--- config.mk ---
export PLATFORM = sky130hd
export DESIGN_NAME = fifo_drain_ctrl
export DESIGN_NICKNAME = d
export VERILOG_FILES = /design/src/rtl/fifo_drain_ctrl.sv
export SDC_FILE = /design/constraint.sdc
export NUM_CORES = 1
export LEC_CHECK = 0
export ABC_AREA = 1
export CAP_MARGIN = 40
export CORE_UTILIZATION = 58
export DETAILED_ROUTE_END_ITERATION = 16
export DONT_BUFFER_PORTS = 1
export PLACE_DENSITY = 0.74
export SYNTH_ARGS = -nofsm -noshare
export SYNTH_HDL_FRONTEND = slang
export SYNTH_SLANG_ARGS = --single-unit
--- constraint.sdc ---
create_clock -name clk_100MHz -period 1.4 [get_ports clk_100MHz]
set_input_delay 0.21 -clock clk_100MHz [delete_from_list [all_inputs] [get_ports clk_100MHz]]
set_output_delay 0.21 -clock clk_100MHz [all_outputs]
set_load 0.05 [all_outputs]
--- src/rtl/fifo_drain_ctrl.sv ---
// Read-side drain controller for the async FIFO: paced or button-stepped pops,
// with the popped word shown on LEDs, a popped-word count and a sticky underflow flag.

module fifo_drain_ctrl_chk #(
    parameter int DSIZE       = 3,
    parameter int HOLD_CYCLES = 4
) (
    input  logic             clk,
    input  logic             reset,
    input  logic             rempty,
    input  logic             rinc,
    input  logic             in_hold,
    input  logic [DSIZE-1:0] leds,
    input  logic [DSIZE-1:0] rdata
);

    // A pop strobe must never reach an empty FIFO.
    a_no_pop_when_empty: assert property (@(posedge clk) disable iff (reset)
        !(rinc && rempty));

    // The strobe lasts one cycle and the controller is already holding while it is high.
    a_rinc_one_cycle: assert property (@(posedge clk) disable iff (reset)
        rinc |=> !rinc);

    a_rinc_in_hold: assert property (@(posedge clk) disable iff (reset)
        rinc |-> in_hold);

    // The word shown while the strobe is high is the word being removed.
    a_leds_match_head: assert property (@(posedge clk) disable iff (reset)
        rinc |-> (leds == rdata));

endmodule

module fifo_drain_ctrl #(
    parameter int DSIZE       = 3,
    parameter int HOLD_CYCLES = 4,
    parameter int CNT_W       = 8
) (
    input  logic             clk_100MHz,
    input  logic             reset,
    input  logic             rempty,
    input  logic [DSIZE-1:0] rdata,
    input  logic             step_btn,
    input  logic             auto_mode,
    output logic             rinc,
    output logic [DSIZE-1:0] leds,
    output logic             valid_led,
    output logic             underflow_led,
    output logic [CNT_W-1:0] pop_count
);

    localparam int HW = (HOLD_CYCLES > 2) ? $clog2(HOLD_CYCLES) : 1;

    typedef enum logic [0:0] {
        ST_IDLE = 1'b0,
        ST_HOLD = 1'b1
    } state_t;

    state_t            state_r;
    state_t            state_n_s;
    logic [HW-1:0]     hold_cnt_r;
    logic [HW-1:0]     hold_n_s;
    logic              step_q_r;
    logic              step_rise_s;
    logic              req_s;
    logic              pop_s;
    logic              uflow_set_s;
    logic              rinc_r;
    logic [DSIZE-1:0]  leds_r;
    logic              valid_r;
    logic              underflow_r;
    logic [CNT_W-1:0]  pop_count_r;

    // Next-state, pop decision and underflow detection.
    always_comb begin
        step_rise_s = step_btn & ~step_q_r;
        req_s       = auto_mode | step_rise_s;
        state_n_s   = state_r;
        hold_n_s    = hold_cnt_r;
        pop_s       = 1'b0;
        uflow_set_s = 1'b0;
        case (state_r)
            ST_IDLE: begin
                if (req_s && !rempty) begin
                    pop_s     = 1'b1;
                    state_n_s = ST_HOLD;
                    hold_n_s  = HW'(HOLD_CYCLES - 1);
                end else if (step_rise_s && rempty) begin
                    uflow_set_s = 1'b1;
                end else begin
                    state_n_s = ST_IDLE;
                end
            end
            // Requests arriving here are dropped; the hold gives rempty time to settle.
            ST_HOLD: begin
                if (hold_cnt_r == {HW{1'b0}}) begin
                    state_n_s = ST_IDLE;
                end else begin
                    hold_n_s = hold_cnt_r - HW'(1);
                end
            end
            default: begin
                state_n_s = ST_IDLE;
                hold_n_s  = {HW{1'b0}};
            end
        endcase
    end

    // State, edge-detect and hold counter registers.
    always_ff @(posedge clk_100MHz) begin
        if (reset) begin
            state_r    <= ST_IDLE;
            hold_cnt_r <= {HW{1'b0}};
            step_q_r   <= 1'b0;
        end else begin
            state_r    <= state_n_s;
            hold_cnt_r <= hold_n_s;
            step_q_r   <= step_btn;
        end
    end

    // Registered outputs; the popped word is captured on the same edge the strobe rises.
    always_ff @(posedge clk_100MHz) begin
        if (reset) begin
            rinc_r      <= 1'b0;
            leds_r      <= {DSIZE{1'b0}};
            valid_r     <= 1'b0;
            underflow_r <= 1'b0;
            pop_count_r <= {CNT_W{1'b0}};
        end else begin
            rinc_r <= pop_s;
            if (pop_s) begin
                leds_r      <= rdata;
                valid_r     <= 1'b1;
                pop_count_r <= pop_count_r + CNT_W'(1);
            end else begin
                leds_r      <= leds_r;
                valid_r     <= valid_r;
                pop_count_r <= pop_count_r;
            end
            if (uflow_set_s) begin
                underflow_r <= 1'b1;
            end else begin
                underflow_r <= underflow_r;
            end
        end
    end

    assign rinc          = rinc_r;
    assign leds          = leds_r;
    assign valid_led     = valid_r;
    assign underflow_led = underflow_r;
    assign pop_count     = pop_count_r;

    fifo_drain_ctrl_chk #(
        .DSIZE       (DSIZE),
        .HOLD_CYCLES (HOLD_CYCLES)
    ) u_chk (
        .clk     (clk_100MHz),
        .reset   (reset),
        .rempty  (rempty),
        .rinc    (rinc_r),
        .in_hold (state_r == ST_HOLD),
        .leds    (leds_r),
        .rdata   (rdata)
    );

endmodule

==> metrics.log <==
INFO  metric cpPeakStageDelay = 450 ps
INFO  metric postSynthCellCount = 118
INFO  metric unrepaired_setup_endpoints_after_global_routing = no
INFO  metric cts-htree-levels = 1
INFO  metric initial_core_util = 63.1%
INFO  metric post_route_worst_setup_slack = between 150 and 200 ps
INFO  metric p_per_cell_area = 1160 nW/µm²
INFO  metric final.period_utilization = 89.1%
INFO  metric critical_path.slowest_cell = a21oi_2
INFO  metric power.clock.fraction = 29.9%
INFO  metric vdd_drop_max = 0.912 mV
INFO  metric yosys.cell_types.count = 18
INFO  metric place_ws = 183 ps
INFO  metric synth_async_sr_flop_share = 0%
INFO  metric synth-main-ff-cell = dfxtp_1
INFO  metric hold_viol_final = 0
INFO  metric syn_to_final_growth = 13.1%
INFO  metric worst-endpoint-arrival = 1480 ps
INFO  metric maximum_number_of_pins_on_one_net_before_global_route_repair = 15
INFO  metric filler_cell_count = 116
INFO  metric groute.usage.overall = 22.5%
INFO  metric finalMaxSlewViolations = 0
INFO  metric crit_type = register to register
INFO  metric root_buffer = clkbuf_4
INFO  metric route.detailed.wl_per_inst = 10.5 µm
INFO  metric timing.critical_path.cells = inv_1 > nand2_1 > a21oi_2 > o21ai_1 > a21oi_2
INFO  metric fp.dieArea = about 1600 µm²
INFO  metric cellInternalPower = 750 µW
INFO  metric drive_above_1_share = 16.3%
INFO  metric start_kind = register
INFO  metric netlist_top_cells_area = dfxtp_1, nor2_1, nand2_1
INFO  metric fraction_of_synthesized_cell_area_taken_by_the_top_area_cell_type = 43.9%
INFO  metric setup_tns = 0 ps
INFO  metric register_area = 363 µm²
INFO  metric tritoncts_num_sinks = 18
INFO  metric grt_first_pass_wirelength = 2.37 mm
INFO  metric finalHoldWorstSlack = 3.73 ps
INFO  metric fp.coreArea = 1300 µm²
INFO  metric globalplace.congestion = 0.689
INFO  metric number_of_buffers_created_by_cts = 3
INFO  metric fmaxAchievable = 801 MHz
INFO  metric worstHoldPathType = input pin to register
INFO  metric synthesis.nets = 128
INFO  metric vias = 718
INFO  metric cp_top_family = compound AO/OA/AOI/OAI gates
INFO  metric worst_skew_pair_latency = 300 ps
INFO  metric first_global_vias = 627
INFO  metric layout_commonest_cell = nor2_1
INFO  metric finalWirelength = 1.52 mm
INFO  metric die_width = 39.6 µm
INFO  metric worst-slew-pin-transition = slightly above 500 ps
INFO  metric nets = 140
INFO  metric synth-edff-count = 0
INFO  metric setup_viol_count_final = 0
INFO  metric cts_tree = done
INFO  metric clock_skew = 8.49 ps
INFO  metric timing.critical_path.required = 1630 ps
INFO  metric row_count = 13
INFO  metric cellLeakagePower = 0.451 nW
INFO  metric layout_min_cycle_time = between 1000 and 1500 ps
INFO  metric fp.dieH = ~40 µm
INFO  metric post-route-drc-count = 0
INFO  metric slew_headroom = 65.9%
INFO  metric synth_sequential_area_ratio = 43.9%
INFO  metric multi_input_comb_area = about 350 µm²
INFO  metric synthesis.area_per_instance = 6.96 µm²
INFO  metric switching_share = 30.2%
INFO  metric critical-path-top-cell-by-count = a21oi_2
INFO  metric synth.ff_latch_count = 18
INFO  metric insertedDiodeCount = 0
INFO  metric placedCellCount = around 140
INFO  metric design.portCount = 22
INFO  metric drtAntennaViolNets = 0
INFO  metric net-switching-power = 325 µW
INFO  metric antenna_found_initial = 0
INFO  metric critical_path_buf_inv_count = 1
INFO  metric drt-pass1-iter-count = 5
INFO  metric cts_clk_pin_slew_worst_paths = ~100 ps
INFO  metric result_of_the_run = complete, no violations
INFO  metric mostFrequentLayoutCells = nor2_1, nand2_1, inv_1, dfxtp_1, nand3_1
INFO  metric post-cts-setup-buffers = 0
INFO  metric syn_area = 821 µm²
INFO  metric drv.max_cap_violation_count = 0
INFO  metric cp_max_fo = 11
INFO  metric yosys_warnings = 0
INFO  metric port_buffers = 0
INFO  metric hpwl = 1.05 mm
INFO  metric grt-ovfl-total = 0
INFO  metric stdcell_count = 144
INFO  metric synth.largest_area_cell = dfxtp_1
INFO  metric drt_iter0_drc = 16
INFO  metric worstSetupEndpointType = register
INFO  metric power_frac_comb = 14.1%
INFO  metric seqPwrFrac = between 50% and 60%
INFO  metric vias_per_cell = between 4 and 5
INFO  metric cts_buffer_depth = 2
[through the flow]
step	power [mW]	cell area, µm²	util [%]
2_1_floorplan	0.736	823	-
3_5_place_dp	0.761	882	67.8
4_1_cts	1.08	928	71.3
6_report	1.07	928	71.3
5_1_grt	1.12	928	71.3
3_3_place_gp	0.753	882	67.8
[final cells by class]
type | count | share of cell area [%]
repair buffers | 10 | 8.36
inverters | 21 | 8.49
clock buffers | 4 | 3.91
flip-flops and latches | 18 | 39.1
multi-input cells | 76 | 38.1
well taps | 15 | 2.02
[cell usage after synthesis, types with 2 or more instances]
cell type	instances
buf_6	2
a21oi_1	3
ha_1	2
o21ai_0	5
a21oi_2	2
nand3_1	10
nand2_1	21
dfxtp_1	18
nor2_1	27
inv_1	20
[per-layer routing]
layer,vias up,routed length [µm],track usage (%)
met5,-,0,0
met4,0,23,10.3
met3,3,71,3.41
met2,20,713,40.2
met1,316,707,25.5
li1,379,-,-
[repair_timing]
item / in CTS / in global routing
gates resized for setup: 0 / 0
hold buffers: 1 / 0
endpoints found under the hold margin: 6 / 0
[logic make-up (layout without fill, tap and decap cells)]
kind of cell | after synthesis | count (layout) | share of synthesized area (%)
simple gates | 62 | 62 | 31.6
fa+ha+maj | 2 | 2 | 3.05
compound gates | 12 | 12 | 8.54
flops | 18 | 18 | 43.9
buf+inv | 24 | 35 | 13.0
[sequential cells by signal, indices dropped and copies added (netlist names)]
name           flops
valid_led          1
pop_count          8
hold_cnt_r         2
underflow_led      1
rinc               1
leds               3
state_r            1
step_q_r           1
[power groups by stage]
stage               Sequential (mW)  Combinational (mW)  Clock [mW]
floorplan                     0.639              0.0962           0
global placement              0.612               0.141           0
detailed placement            0.614               0.147           0
CTS                           0.602               0.153       0.328
global route                  0.607               0.174       0.342
finish                        0.602               0.152       0.321
[worst paths after layout]
path	startpoint	endpoint	slack, ps	cells past startpoint
setup reg to reg	step_q_r$_SDFF_PP0_	pop_count[2]$_SDFFE_PP0P_	150	5
hold reg to reg	pop_count[0]$_SDFFE_PP0P_	pop_count[0]$_SDFFE_PP0P_	510	2
setup / recovery	step_q_r$_SDFF_PP0_	pop_count[2]$_SDFFE_PP0P_	150	5
hold / removal	step_btn	step_q_r$_SDFF_PP0_	4	2
Power figures use the tool's default switching activity.
